File: src/rtl/id_ex_stage_if.sv
// ID/EX stage bus: decode-side inputs, execute-side outputs and hazard controls.
interface id_ex_stage_if #(
    parameter int XLEN  = 32,
    parameter int CNT_W = 16
);
    // Decode-stage control and data
    logic             regWriteD, memWriteD, memReadD, ALUSrcD, branchD, jumpD;
    logic [1:0]       resultSrcD, ALUOpD, immSrcD;
    logic [2:0]       funct3D;
    logic             funct7b5D;
    logic [XLEN-1:0]  rd1D, rd2D, immExtD, pcD, pcPlus4D;
    logic [4:0]       rs1D, rs2D, rdD;
    logic             validD;
    logic             pcSrcE;

    // Execute-stage registered copies
    logic             regWriteE, memWriteE, memReadE, ALUSrcE, branchE, jumpE;
    logic [1:0]       resultSrcE, ALUOpE;
    logic [2:0]       funct3E;
    logic             funct7b5E;
    logic [XLEN-1:0]  rd1E, rd2E, immExtE, pcE, pcPlus4E;
    logic [4:0]       rs1E, rs2E, rdE;
    logic             validE;

    // Hazard controls and debug counter
    logic             stallF, stallD, flushD;
    logic [CNT_W-1:0] bubbleCount;

    // Upstream side: drives decode fields and the EX branch decision
    modport master (
        output regWriteD, memWriteD, memReadD, ALUSrcD, branchD, jumpD,
               resultSrcD, ALUOpD, immSrcD, funct3D, funct7b5D,
               rd1D, rd2D, immExtD, pcD, pcPlus4D, rs1D, rs2D, rdD, validD, pcSrcE,
        input  regWriteE, memWriteE, memReadE, ALUSrcE, branchE, jumpE,
               resultSrcE, ALUOpE, funct3E, funct7b5E,
               rd1E, rd2E, immExtE, pcE, pcPlus4E, rs1E, rs2E, rdE, validE,
               stallF, stallD, flushD, bubbleCount
    );

    // Pipeline register side
    modport slave (
        input  regWriteD, memWriteD, memReadD, ALUSrcD, branchD, jumpD,
               resultSrcD, ALUOpD, immSrcD, funct3D, funct7b5D,
               rd1D, rd2D, immExtD, pcD, pcPlus4D, rs1D, rs2D, rdD, validD, pcSrcE,
        output regWriteE, memWriteE, memReadE, ALUSrcE, branchE, jumpE,
               resultSrcE, ALUOpE, funct3E, funct7b5E,
               rd1E, rd2E, immExtE, pcE, pcPlus4E, rs1E, rs2E, rdE, validE,
               stallF, stallD, flushD, bubbleCount
    );
endinterface

File: src/rtl/id_ex_stage.sv
// ID/EX pipeline register with load-use hazard detection, flush/bubble
// insertion and a saturating bubble counter.
module id_ex_stage #(
    parameter int XLEN  = 32,
    parameter int CNT_W = 16
) (
    input  logic          clk,
    input  logic          reset,
    id_ex_stage_if.slave  bus
);

    typedef struct packed {
        logic            regWrite;
        logic            memWrite;
        logic            memRead;
        logic            ALUSrc;
        logic            branch;
        logic            jump;
        logic [1:0]      resultSrc;
        logic [1:0]      ALUOp;
        logic [2:0]      funct3;
        logic            funct7b5;
        logic [XLEN-1:0] rd1;
        logic [XLEN-1:0] rd2;
        logic [XLEN-1:0] immExt;
        logic [XLEN-1:0] pc;
        logic [XLEN-1:0] pcPlus4;
        logic [4:0]      rs1;
        logic [4:0]      rs2;
        logic [4:0]      rd;
        logic            valid;
    } ex_word_t;

    // Counter increment that sticks at all-ones instead of wrapping
    function automatic logic [CNT_W-1:0] sat_inc(input logic [CNT_W-1:0] v);
        return (&v) ? v : v + CNT_W'(1);
    endfunction

    ex_word_t         w_d_p0;
    ex_word_t         r_ex_p1;
    logic [CNT_W-1:0] r_bubbleCount_p1;
    logic             w_lwStall;
    logic             w_flushE;

    // Gather the decode-side word; immSrcD is consumed in decode and not carried
    always_comb begin
        w_d_p0           = '0;
        w_d_p0.regWrite  = bus.regWriteD;
        w_d_p0.memWrite  = bus.memWriteD;
        w_d_p0.memRead   = bus.memReadD;
        w_d_p0.ALUSrc    = bus.ALUSrcD;
        w_d_p0.branch    = bus.branchD;
        w_d_p0.jump      = bus.jumpD;
        w_d_p0.resultSrc = bus.resultSrcD;
        w_d_p0.ALUOp     = bus.ALUOpD;
        w_d_p0.funct3    = bus.funct3D;
        w_d_p0.funct7b5  = bus.funct7b5D;
        w_d_p0.rd1       = bus.rd1D;
        w_d_p0.rd2       = bus.rd2D;
        w_d_p0.immExt    = bus.immExtD;
        w_d_p0.pc        = bus.pcD;
        w_d_p0.pcPlus4   = bus.pcPlus4D;
        w_d_p0.rs1       = bus.rs1D;
        w_d_p0.rs2       = bus.rs2D;
        w_d_p0.rd        = bus.rdD;
        w_d_p0.valid     = bus.validD;
    end

    // Load-use hazard: a load in EX whose nonzero rd feeds a D source operand.
    // A taken branch in EX overrides it, since D is being discarded anyway.
    always_comb begin
        w_lwStall = r_ex_p1.valid & r_ex_p1.memRead & ~bus.pcSrcE &
                    (r_ex_p1.rd != 5'd0) &
                    ((r_ex_p1.rd == bus.rs1D) | (r_ex_p1.rd == bus.rs2D));
        w_flushE  = w_lwStall | bus.pcSrcE;
    end

    // ID -> EX boundary: capture decode word or insert an all-zero bubble
    always_ff @(posedge clk or posedge reset) begin
        if (reset) begin
            r_ex_p1 <= '0;
        end else if (w_flushE) begin
            r_ex_p1 <= '0;
        end else begin
            r_ex_p1 <= w_d_p0;
        end
    end

    // Count bubbles that displaced a real instruction
    always_ff @(posedge clk or posedge reset) begin
        if (reset) begin
            r_bubbleCount_p1 <= '0;
        end else if (w_flushE && bus.validD) begin
            r_bubbleCount_p1 <= sat_inc(r_bubbleCount_p1);
        end
    end

    assign bus.regWriteE   = r_ex_p1.regWrite;
    assign bus.memWriteE   = r_ex_p1.memWrite;
    assign bus.memReadE    = r_ex_p1.memRead;
    assign bus.ALUSrcE     = r_ex_p1.ALUSrc;
    assign bus.branchE     = r_ex_p1.branch;
    assign bus.jumpE       = r_ex_p1.jump;
    assign bus.resultSrcE  = r_ex_p1.resultSrc;
    assign bus.ALUOpE      = r_ex_p1.ALUOp;
    assign bus.funct3E     = r_ex_p1.funct3;
    assign bus.funct7b5E   = r_ex_p1.funct7b5;
    assign bus.rd1E        = r_ex_p1.rd1;
    assign bus.rd2E        = r_ex_p1.rd2;
    assign bus.immExtE     = r_ex_p1.immExt;
    assign bus.pcE         = r_ex_p1.pc;
    assign bus.pcPlus4E    = r_ex_p1.pcPlus4;
    assign bus.rs1E        = r_ex_p1.rs1;
    assign bus.rs2E        = r_ex_p1.rs2;
    assign bus.rdE         = r_ex_p1.rd;
    assign bus.validE      = r_ex_p1.valid;
    assign bus.stallF      = w_lwStall;
    assign bus.stallD      = w_lwStall;
    assign bus.flushD      = bus.pcSrcE;
    assign bus.bubbleCount = r_bubbleCount_p1;

endmodule
File: src/flat_wrapper.sv
// flat-port wrapper written by rule: the top's interface ports become plain ports
module id_ex_stage_flat 
#(
    parameter int XLEN  = 32,
    parameter int CNT_W = 16
)
  (clk, reset, bus_regWriteD, bus_memWriteD, bus_memReadD, bus_ALUSrcD, bus_branchD, bus_jumpD, bus_resultSrcD, bus_ALUOpD, bus_immSrcD, bus_funct3D, bus_funct7b5D, bus_rd1D, bus_rd2D, bus_immExtD, bus_pcD, bus_pcPlus4D, bus_rs1D, bus_rs2D, bus_rdD, bus_validD, bus_pcSrcE, bus_regWriteE, bus_memWriteE, bus_memReadE, bus_ALUSrcE, bus_branchE, bus_jumpE, bus_resultSrcE, bus_ALUOpE, bus_funct3E, bus_funct7b5E, bus_rd1E, bus_rd2E, bus_immExtE, bus_pcE, bus_pcPlus4E, bus_rs1E, bus_rs2E, bus_rdE, bus_validE, bus_stallF, bus_stallD, bus_flushD, bus_bubbleCount);
  id_ex_stage_if #(.XLEN(XLEN), .CNT_W(CNT_W)) bus_i ();
  input  logic clk;
  input  logic reset;
  input wire logic [$bits(bus_i.regWriteD)-1:0] bus_regWriteD;
  input wire logic [$bits(bus_i.memWriteD)-1:0] bus_memWriteD;
  input wire logic [$bits(bus_i.memReadD)-1:0] bus_memReadD;
  input wire logic [$bits(bus_i.ALUSrcD)-1:0] bus_ALUSrcD;
  input wire logic [$bits(bus_i.branchD)-1:0] bus_branchD;
  input wire logic [$bits(bus_i.jumpD)-1:0] bus_jumpD;
  input wire logic [$bits(bus_i.resultSrcD)-1:0] bus_resultSrcD;
  input wire logic [$bits(bus_i.ALUOpD)-1:0] bus_ALUOpD;
  input wire logic [$bits(bus_i.immSrcD)-1:0] bus_immSrcD;
  input wire logic [$bits(bus_i.funct3D)-1:0] bus_funct3D;
  input wire logic [$bits(bus_i.funct7b5D)-1:0] bus_funct7b5D;
  input wire logic [$bits(bus_i.rd1D)-1:0] bus_rd1D;
  input wire logic [$bits(bus_i.rd2D)-1:0] bus_rd2D;
  input wire logic [$bits(bus_i.immExtD)-1:0] bus_immExtD;
  input wire logic [$bits(bus_i.pcD)-1:0] bus_pcD;
  input wire logic [$bits(bus_i.pcPlus4D)-1:0] bus_pcPlus4D;
  input wire logic [$bits(bus_i.rs1D)-1:0] bus_rs1D;
  input wire logic [$bits(bus_i.rs2D)-1:0] bus_rs2D;
  input wire logic [$bits(bus_i.rdD)-1:0] bus_rdD;
  input wire logic [$bits(bus_i.validD)-1:0] bus_validD;
  input wire logic [$bits(bus_i.pcSrcE)-1:0] bus_pcSrcE;
  output wire logic [$bits(bus_i.regWriteE)-1:0] bus_regWriteE;
  output wire logic [$bits(bus_i.memWriteE)-1:0] bus_memWriteE;
  output wire logic [$bits(bus_i.memReadE)-1:0] bus_memReadE;
  output wire logic [$bits(bus_i.ALUSrcE)-1:0] bus_ALUSrcE;
  output wire logic [$bits(bus_i.branchE)-1:0] bus_branchE;
  output wire logic [$bits(bus_i.jumpE)-1:0] bus_jumpE;
  output wire logic [$bits(bus_i.resultSrcE)-1:0] bus_resultSrcE;
  output wire logic [$bits(bus_i.ALUOpE)-1:0] bus_ALUOpE;
  output wire logic [$bits(bus_i.funct3E)-1:0] bus_funct3E;
  output wire logic [$bits(bus_i.funct7b5E)-1:0] bus_funct7b5E;
  output wire logic [$bits(bus_i.rd1E)-1:0] bus_rd1E;
  output wire logic [$bits(bus_i.rd2E)-1:0] bus_rd2E;
  output wire logic [$bits(bus_i.immExtE)-1:0] bus_immExtE;
  output wire logic [$bits(bus_i.pcE)-1:0] bus_pcE;
  output wire logic [$bits(bus_i.pcPlus4E)-1:0] bus_pcPlus4E;
  output wire logic [$bits(bus_i.rs1E)-1:0] bus_rs1E;
  output wire logic [$bits(bus_i.rs2E)-1:0] bus_rs2E;
  output wire logic [$bits(bus_i.rdE)-1:0] bus_rdE;
  output wire logic [$bits(bus_i.validE)-1:0] bus_validE;
  output wire logic [$bits(bus_i.stallF)-1:0] bus_stallF;
  output wire logic [$bits(bus_i.stallD)-1:0] bus_stallD;
  output wire logic [$bits(bus_i.flushD)-1:0] bus_flushD;
  output wire logic [$bits(bus_i.bubbleCount)-1:0] bus_bubbleCount;
  assign bus_i.regWriteD = bus_regWriteD;
  assign bus_i.memWriteD = bus_memWriteD;
  assign bus_i.memReadD = bus_memReadD;
  assign bus_i.ALUSrcD = bus_ALUSrcD;
  assign bus_i.branchD = bus_branchD;
  assign bus_i.jumpD = bus_jumpD;
  assign bus_i.resultSrcD = bus_resultSrcD;
  assign bus_i.ALUOpD = bus_ALUOpD;
  assign bus_i.immSrcD = bus_immSrcD;
  assign bus_i.funct3D = bus_funct3D;
  assign bus_i.funct7b5D = bus_funct7b5D;
  assign bus_i.rd1D = bus_rd1D;
  assign bus_i.rd2D = bus_rd2D;
  assign bus_i.immExtD = bus_immExtD;
  assign bus_i.pcD = bus_pcD;
  assign bus_i.pcPlus4D = bus_pcPlus4D;
  assign bus_i.rs1D = bus_rs1D;
  assign bus_i.rs2D = bus_rs2D;
  assign bus_i.rdD = bus_rdD;
  assign bus_i.validD = bus_validD;
  assign bus_i.pcSrcE = bus_pcSrcE;
  assign bus_regWriteE = bus_i.regWriteE;
  assign bus_memWriteE = bus_i.memWriteE;
  assign bus_memReadE = bus_i.memReadE;
  assign bus_ALUSrcE = bus_i.ALUSrcE;
  assign bus_branchE = bus_i.branchE;
  assign bus_jumpE = bus_i.jumpE;
  assign bus_resultSrcE = bus_i.resultSrcE;
  assign bus_ALUOpE = bus_i.ALUOpE;
  assign bus_funct3E = bus_i.funct3E;
  assign bus_funct7b5E = bus_i.funct7b5E;
  assign bus_rd1E = bus_i.rd1E;
  assign bus_rd2E = bus_i.rd2E;
  assign bus_immExtE = bus_i.immExtE;
  assign bus_pcE = bus_i.pcE;
  assign bus_pcPlus4E = bus_i.pcPlus4E;
  assign bus_rs1E = bus_i.rs1E;
  assign bus_rs2E = bus_i.rs2E;
  assign bus_rdE = bus_i.rdE;
  assign bus_validE = bus_i.validE;
  assign bus_stallF = bus_i.stallF;
  assign bus_stallD = bus_i.stallD;
  assign bus_flushD = bus_i.flushD;
  assign bus_bubbleCount = bus_i.bubbleCount;
  id_ex_stage #(.XLEN(XLEN), .CNT_W(CNT_W)) u_core (.clk(clk), .reset(reset), .bus(bus_i));
endmodule
File: config.mk
export PLATFORM = sky130hd
export DESIGN_NAME = id_ex_stage_flat
export DESIGN_NICKNAME = d
export VERILOG_FILES = /design/src/rtl/id_ex_stage_if.sv /design/src/rtl/id_ex_stage.sv /design/src/flat_wrapper.sv
export SDC_FILE = /design/constraint.sdc
export NUM_CORES = 1
export LEC_CHECK = 0
export BUFFER_PORTS_ARGS = -buffer_cell sky130_fd_sc_hd__buf_4
export CAP_MARGIN = 20
export CORE_AREA = 5 5 154 156
export CTS_BUF_LIST = sky130_fd_sc_hd__clkbuf_8
export CTS_CLUSTER_SIZE = 20
export DETAILED_ROUTE_END_ITERATION = 6
export DIE_AREA = 0 0 159 161
export PLACE_DENSITY = 0.61
export SYNTH_ARGS = -nofsm -noshare
export SYNTH_HDL_FRONTEND = slang
export SYNTH_SLANG_ARGS = --single-unit
File: constraint.sdc
create_clock -name clk -period 10.55 [get_ports clk]
set_clock_uncertainty 0.15 [all_clocks]
set_input_delay 1.055 -clock clk [delete_from_list [all_inputs] [get_ports clk]]
set_output_delay 1.055 -clock clk [all_outputs]
set_load 0.02 [all_outputs]
==> summary.txt, run 1 <==
Setup path
  • CP required: 9350 ps
  • Setup slack, reg-to-reg: 7940 ps
  • CP Capture Type: output port
  • Reg2reg start: u_core.bus.rdE[0]$_DFF_PP0_
  • CP arrival: around 2300 ps
  • Worst R2R Path Depth: 6
  • Startpoint types: primary input
  • R2R Path End: u_core.bus.bubbleCount[1]$_DFFE_PP0P_
  • Crit path max fanout: 2
  • CP Class: primary input to output port
  • CP startpoint: bus_rs2D[2]

Clocking
  • Post-CTS Setup Inserts: 0
  • Hold_buf cts: 0
  • H-tree depth: 2
  • Clock Latency Late Sink: around 510 ps
  • CTS tree: done
  • Num Clock Sinks: roughly 210
  • Clock Path Buffers: 3
  • CTS Buf Count: 38
  • Clock Root Buffer: clkbuf_8
  • CTS resizes: 0
  • Worst-path clk slew: about 60 ps

Yosys
  • Flops & latches, synth: 206
  • Most area-hungry cell type in the Yosys netlist: dfrtp_1
  • Yosys warns: 0
  • Yosys top cell area share: 0.7296
  • Synth cell count leaders: dfrtp_1, and2_1, buf_2
  • Mapped Area: slightly above 7000 um2
  • Average size of a mapped cell: 14.16 um2
  • Net Count, Synth: just under 700
  • Post-synth EDFFs: 0
  • Gate Count Post-Synth: roughly 500
  • Unique cell type count in the Yosys netlist: 30
  • Ys async rst share: 1.000
  • Top-count cell post-synth: dfrtp_1
  • Register area share after synthesis: 0.7296
  • Synth area leaders: dfrtp_1, and2_1, xor2_1
  • Ys flop type: dfrtp_1

Timing
  • RSZ-0062 raised after global routing: no
  • Slew of the pin with the lowest slew margin: between 900 and 1000 ps
  • FMAX: approximately 290 MHz
  • Minimum clock period after layout: approximately 3500 ps
  • Period utilization: 0.3325
  • Slack of the critical path: between 7000 and 8000 ps
  • Final setup violating endpoints: 0
  • Worst Hold Slack: 347.4 ps
  • Worst slew margin: 0.3340
  • Setup tns final: 0 ps
  • Fin. max-slew vios: 0
  • Number of failing hold endpoints at the final stage: 0

Power
  • Pwr Density: approximately 170 nW/um2
  • Psw: 0.0004979 W
  • Sw Share: 0.2593
  • Reg power frac: 0.452
  • Max VDD drop: ~0.00010 V
  • Clk pwr share: 0.397
  • Gate power share: 0.151
  • Int Pwr: around 0.0014 W
  • Static Leak: 5.857 nW
  • Tot Pwr: 0.001920 W

Finish
  • NumNets Final: 1115
  • Area Growth Syn to Fin: 57.34%
  • Final core occ: 0.5001
  • Filler cells: 1994
  • Share of layout cells above drive strength 1: 0.5032
  • ANT cells: 0

GRT
  • Grt ovf: 0
  • Met3 usage: 0.07043
  • Gr busiest metal: met2
  • Initial antenna violation count: 0
  • Global Route met1 Usage: 0.1789
  • Largest net degree at the start of global routing: 130
  • GR met2 Demand/Resource: 0.2642
  • First-pass GRT wire length: 31.95 mm
  • Overall Global Routing Usage: 0.1572
  • Vias in the first global route: between 5000 and 6000

Place
  • IO buf count: 401
  • Dpl hpwl: around 15 mm
  • Pre-CTS setup slack: approximately 7000 ps
  • Gpl congestion: 0.7810

Drt
  • Final wirelength: 20.87 mm
  • Vias per inst: about 4.1
  • Via count: 5078
  • Routed Antenna Nets: 0
  • 1st-pass router iterations: 4
  • Starting DRT DRC Count: 174
  • WL/cell: between 15 and 20 um
  • Residual DRC: 0

Worst hold path
  • Worst Hold Class: flip-flop to flip-flop
  • Worst Hold Path EP: u_core.bus.bubbleCount[15]$_DFFE_PP0P_
  • Worst hold path depth: 1
  • Worst hold start: u_core.bus.bubbleCount[15]$_DFFE_PP0P_

Floorplanning
  • Core Box Area: 22230 um2
  • Std cell rows: 55
  • Num ports: 404
  • Die ar.: 25600 um2
  • DIE WIDTH: between 150 and 200 um
  • Die height: 161 um
  • Initial Utilization: 0.3179

Run
  • Max Cap Viol: 0

Run status
  • Outcome: completed
-- metal layers --
| metal | up-vias | routed length [um] |
|---|---|---|
| li1 | 2388 | - |
| met1 | 2387 | 7595 |
| met2 | 259 | 10570 |
| met3 | 44 | 2128 |
| met4 | 0 | 582 |
| met5 | - | 0 |
-- flip-flops by register name, summed over array words and instances, names as in the netlist, 2 cells and up --
register                flops
u_core.bus.immExtE         32
u_core.bus.pcE             32
u_core.bus.pcPlus4E        32
u_core.bus.rd1E            32
u_core.bus.rd2E            32
u_core.bus.bubbleCount     16
u_core.bus.rdE              5
u_core.bus.rs1E             5
u_core.bus.rs2E             5
u_core.bus.funct3E          3
u_core.bus.ALUOpE           2
u_core.bus.resultSrcE       2
-- layout by cell type, fill, tap and decap left out, drive strengths merged --
cell type	count
a22oi	1
a31oi	1
and2	190
and3	1
and4	3
buf	405
bufinv	1
clkbuf	49
clkinv	2
clkinvlp	2
dfrtp	206
ha	1
inv	12
mux2	2
nand2	9
nand2b	1
nand3	3
nand3b	1
nand4	4
nand4b	1
nor2	6
nor3	9
nor4	1
nor4b	2
o31a	1
or2	1
or3	2
or4	1
xnor2	5
xor2	19
-- worst max-delay path, stage by stage --
cell and delay (ps):
buf_4 120, xor2_1 130, nor3_1 210, a22oi_1 120, nor4_1 440, buf_4 230
-- per-stage QoR --
step / std cells / area [um2]
after CTS: 1226 / 11090
final: 1227 / 11120
after floorplan: 499 / 7066
after global placement: 1163 / 10320
after global routing: 1227 / 11120
after detailed placement: 1163 / 10320
-- worst max-delay path by stage --
stage / end / slack [ps]
after detailed placement: bus_stallD / 7000
after CTS: bus_stallD / 7000
after global routing: bus_stallD / 6950
final: bus_stallD / 7040
after global placement: bus_stallD / 6990
after floorplan: u_core.bus.ALUOpE[0]$_DFF_PP0_ / 3720
-- power groups by stage --
stage               logic [W]  clock network [W]  registers [W]
floorplan           0.0000739                  0       0.000942
global placement     0.000293                  0       0.000881
detailed placement   0.000295                  0       0.000881
CTS                  0.000296           0.000791       0.000869
global route         0.000315           0.000826       0.000874
finish               0.000291           0.000761       0.000868
-- layout make-up --
class | instances | area [um2] | share of cell area
clock buffers | 49 | 674.4 | 0.06066
clock inverters | 14 | 93.84 | 0.008441
inverters | 3 | 18.77 | 0.001688
multi-input cells | 265 | 1758 | 0.1581
flip-flops and latches | 206 | 5155 | 0.4637
well taps | 285 | 356.6 | 0.03208
repair buffers | 405 | 3060 | 0.2753
-- kinds of logic (layout without fill, tap and decap cells) --
| group | after synthesis | count (layout) | synth area share |
|---|---|---|---|
| AO/OA/AOI/OAI | 3 | 3 | 0.003189 |
| XOR/XNOR | 24 | 24 | 0.02975 |
| adder cells (fa/ha/maj) | 1 | 1 | 0.001771 |
| buffers and inverters | 28 | 471 | 0.02178 |
| flip-flops | 206 | 206 | 0.7296 |
| multiplexers | 2 | 2 | 0.003718 |
| AND/OR/NAND/NOR | 235 | 235 | 0.2102 |
Note: power is estimated with default switching activity, not from simulation.
==> inputs of run 2 (changes only) <==
Settings changed: ABC_AREA from default to 1, CORE_AREA 5 5 154 156 to 5 5 153 155, DIE_AREA 0 0 159 161 to 0 0 158 160, PLACE_DENSITY 0.61 to 0.67.
Clock period 10.55 ns to 3 ns, I/O delays scaled along.
==> run 2 against run 1 <==
Synthesized area increased by 7.4%; sequential share of layout area is 8.2 points lower; first-iteration DRC count up 140%; core utilization up 12 points; synthesized cell count increased by 57%; final cell count up 39%; global-route usage increased by 4.2 points; critical path depth is 5 higher; non-clock buffer count is 199 higher; worst hold slack got worse by 150 ps; combinational power grew to 4.3 times the previous value; largest cell class unchanged.
==> summary.txt, run 2 <==
Clocking
  • Clock Latency Late Sink: 510 ps (about the same)
  • CTS Buf Count: 37 (-2.6%)
  • Clock Root Buffer: clkbuf_8
  • Num Clock Sinks: 206 (unchanged)
  • CTS tree: done
  • Clock Path Buffers: 3 (unchanged)
  • Worst-path clk slew: 60 ps (about the same)
  • Post-CTS Setup Inserts: 0 (unchanged)
  • H-tree depth: 2 (unchanged)

Setup path
  • Setup crit end: bus_stallF
  • Critical path's most frequent cell: nand2_1
  • CP delay by family, top: buffers and inverters
  • Setup slack, reg-to-reg: 910 ps (-7030 ps)
  • Crit path max fanout: 2 (unchanged)
  • Critical path's slowest cell: dlygate4sd3_1
  • CP cell instances: dlygate4sd3_1, buf_4, inv_1, nand2_1, nand2_1, nor2_1, nand3_1, nand2_1, nand2_1, inv_1, buf_4
  • Levels on crit path: 11 (+5)
  • Peak per-stage delay on the critical path: 560 ps (+120 ps)
  • Startpoint types: primary input
  • CP arrival: 1790 ps (-510 ps)
  • CP Class: primary input to output port
  • WP buf/inv: 5 (+3)
  • CP Capture Type: output port
  • Worst R2R Path Depth: 10 (+4)
  • Reg2reg start: u_core.bus.rdE[1]$_DFF_PP0_
  • CP startpoint: bus_rs1D[1]
  • CP required: 2550 ps (-6800 ps)
  • R2R Path End: u_core.bus.immExtE[11]$_DFF_PP0_

Drt
  • Routed Antenna Nets: 0 (unchanged)
  • Via count: 7156 (+41%)
  • Residual DRC: 0 (unchanged)
  • Final wirelength: 25.74 mm (+23%)
  • Starting DRT DRC Count: 415 (+140%)
  • 1st-pass router iterations: 5 (+1)
  • Vias per inst: 4.195 (+1.4%)
  • WL/cell: 15.09 um (-11%)

Yosys
  • Flops & latches, synth: 206 (unchanged)
  • Most area-hungry cell type in the Yosys netlist: dfrtp_1
  • Ys flop type: dfrtp_1
  • Net Count, Synth: 980 (+41%)
  • Post-synthesis mux area share: 0 (-0.003719)
  • Gate Count Post-Synth: 784 (+57%)
  • Synth cell count leaders: inv_1, nor2_1, dfrtp_1
  • Post-synth EDFFs: 0 (unchanged)
  • Post-Synth XOR/XNOR Area: 0.006927 (-0.02282)
  • Ys async rst share: 1.000 (unchanged)
  • Yosys warns: 0 (unchanged)
  • Register area share after synthesis: 0.6795 (-0.05006)
  • Top-count cell post-synth: inv_1
  • Post-synthesis simple-gate area fraction: 0.1699 (-0.04032)
  • Mapped Area: 7586 um2 (+7.4%)
  • Synth area leaders: dfrtp_1, inv_1, nor2_1
  • Adder-Cell Fraction of Synth Area: 0.001649 (-0.0001215)
  • Complex-gate fraction of the synthesized area: 0.0009896 (-0.002198)
  • Average size of a mapped cell: 9.676 um2 (-32%)
  • Yosys top cell area share: 0.6795 (-0.05006)
  • Unique cell type count in the Yosys netlist: 18 (-40%)
  • Main combinational cell family by area after synthesis: simple AND/OR/NAND/NOR gates

Floorplanning
  • Initial Utilization: 0.3498 (+0.03190)
  • Std cell rows: 54 (-1.8%)
  • Num ports: 404 (unchanged)
  • DIE WIDTH: 158 um (-0.63%)
  • Die height: 160 um (-0.62%)
  • Core Box Area: 21690 um2 (-2.4%)
  • Die ar.: 25280 um2 (-1.2%)

GRT
  • Grt ovf: 0 (unchanged)
  • First-pass GRT wire length: 40.00 mm (+25%)
  • Initial antenna violation count: 0 (unchanged)
  • Vias in the first global route: 7846 (+43%)
  • Overall Global Routing Usage: 0.1988 (+0.04159)
  • Largest net degree at the start of global routing: 93 (-28%)

Finish
  • Share of layout cells above drive strength 1: 0.3289 (-0.1743)
  • Most common cell after layout, fill and taps aside: buf_4
  • Most frequent cells in the layout: buf_4, inv_1, nor2_1
  • ANT cells: 0 (unchanged)
  • Filler cells: 1632 (-18%)
  • Final core occ: 0.6233 (+0.1232)
  • NumNets Final: 1595 (+43%)
  • Area Growth Syn to Fin: 78.21%

Place
  • Gpl congestion: 0.8152 (+4.4%)
  • Dpl hpwl: 16.44 mm (+7.7%)
  • IO buf count: 401 (unchanged)

Timing
  • Period utilization: 0.7468
  • Number of failing hold endpoints at the final stage: 0 (unchanged)
  • Fin. max-slew vios: 0 (unchanged)
  • Slew of the pin with the lowest slew margin: 880.1 ps (-118.9 ps)
  • Minimum clock period after layout: about 2200 ps
  • Worst Hold Slack: 199.0 ps (-148.3 ps)
  • Worst slew margin: 0.4120 (+0.07801)
  • RSZ-0062 raised after global routing: no
  • FMAX: 446.3 MHz
  • Final setup violating endpoints: 0 (unchanged)

Power
  • Pwr Density: 507.9 nW/um2 (+190%)
  • Tot Pwr: 0.006866 W (+260%)
  • Sw Share: 0.2667 (+0.007411)
  • Reg power frac: 0.440 (-0.012)
  • Clk pwr share: 0.380 (-0.017)
  • Max VDD drop: 0.0003570 V (+260%)
  • Int Pwr: 0.005035 W (+250%)
  • Psw: 0.001831 W (+270%)
  • Static Leak: 7.780 nW (+33%)
  • Gate power share: 0.180 (+0.029)

Run
  • Max Cap Viol: 0 (unchanged)

Worst hold path
  • Worst Hold Class: primary input to flip-flop

Run status
  • Outcome: completed
-- run 2: power groups by stage --
stage          logic, W  clock network [W]  registers (W)
2_1_floorplan  0.000276                  0        0.00326
3_3_place_gp    0.00100                  0        0.00306
3_5_place_dp    0.00102                  0        0.00306
4_1_cts         0.00123            0.00269        0.00302
5_1_grt         0.00134            0.00283        0.00304
6_report        0.00124            0.00261        0.00302
-- run 2: area by class of cell --
cell class                      instances  area [um2]  share of cell area
Clock buffer                           43       591.8             0.04378
Clock inverter                         23       151.4             0.01120
Inverter                              221       833.3             0.06164
Multi-Input combinational cell        329        1375              0.1017
Sequential cell                       206        5155              0.3813
Tap cell                              280       350.3             0.02591
Timing Repair Buffer                  604        5062              0.3745
-- run 2: what timing repair did --
action / in CTS / in global routing
resized for setup: 0 / 0
setup endpoints to repair: 0 / 0
hold endpoints to repair: 217 / 0
hold buffers: 191 / 0
-- run 2: worst reg2reg max path, cell delays in order (launching register included) --
cell     delay (ps)
dfrtp_1         430
inv_1            80
nand2_1          60
nand2_1          60
nor2_1          100
nand3_1          70
nand2_1          70
nand2_1         130
nand2_8         280
buf_12          380
nor2_1          160
-- run 2: how the worst min path moves through the flow --
stage	startpoint	to	slack, ps	cells past startpoint
after floorplan	bus_ALUOpD[0]	u_core.bus.ALUOpE[0]$_DFF_PP0_	260	2
after global placement	u_core.bus.bubbleCount[3]$_DFFE_PP0P_	u_core.bus.bubbleCount[3]$_DFFE_PP0P_	360	2
after detailed placement	u_core.bus.bubbleCount[3]$_DFFE_PP0P_	u_core.bus.bubbleCount[3]$_DFFE_PP0P_	370	2
after CTS	bus_pcSrcE	u_core.bus.rd1E[17]$_DFF_PP0_	170	4
after global routing	bus_pcSrcE	u_core.bus.validE$_DFF_PP0_	200	4
final	bus_pcSrcE	u_core.bus.rd1E[17]$_DFF_PP0_	200	4
-- run 2: cell families (layout without fill, tap and decap cells) --
family	Yosys count	count (layout)
flops	206	206
buf+inv	249	891
xor+xnor	6	6
simple gates	321	321
fa+ha+maj	1	1
compound gates	1	1
-- run 2: through the flow --
step / area, um2 / setup TNS, ps / instances / setup slack, ps
after global routing: 13520 / 0 / 1706 / 574.4
after CTS: 13520 / 0 / 1706 / 722.9
after detailed placement: 10860 / 0 / 1449 / 934.5
final: 13520 / 0 / 1706 / 759.5
after floorplan: 7590 / -25190 / 784 / -122.3
after global placement: 10860 / 0 / 1449 / 974.0
-- run 2: per-layer routing --
metal | share of wire | GRT usage
met5 | 0 | 0
met1 | 0.35 | 0.2110
met4 | 0.047 | 0.09810
met3 | 0.099 | 0.06658
met2 | 0.51 | 0.3495
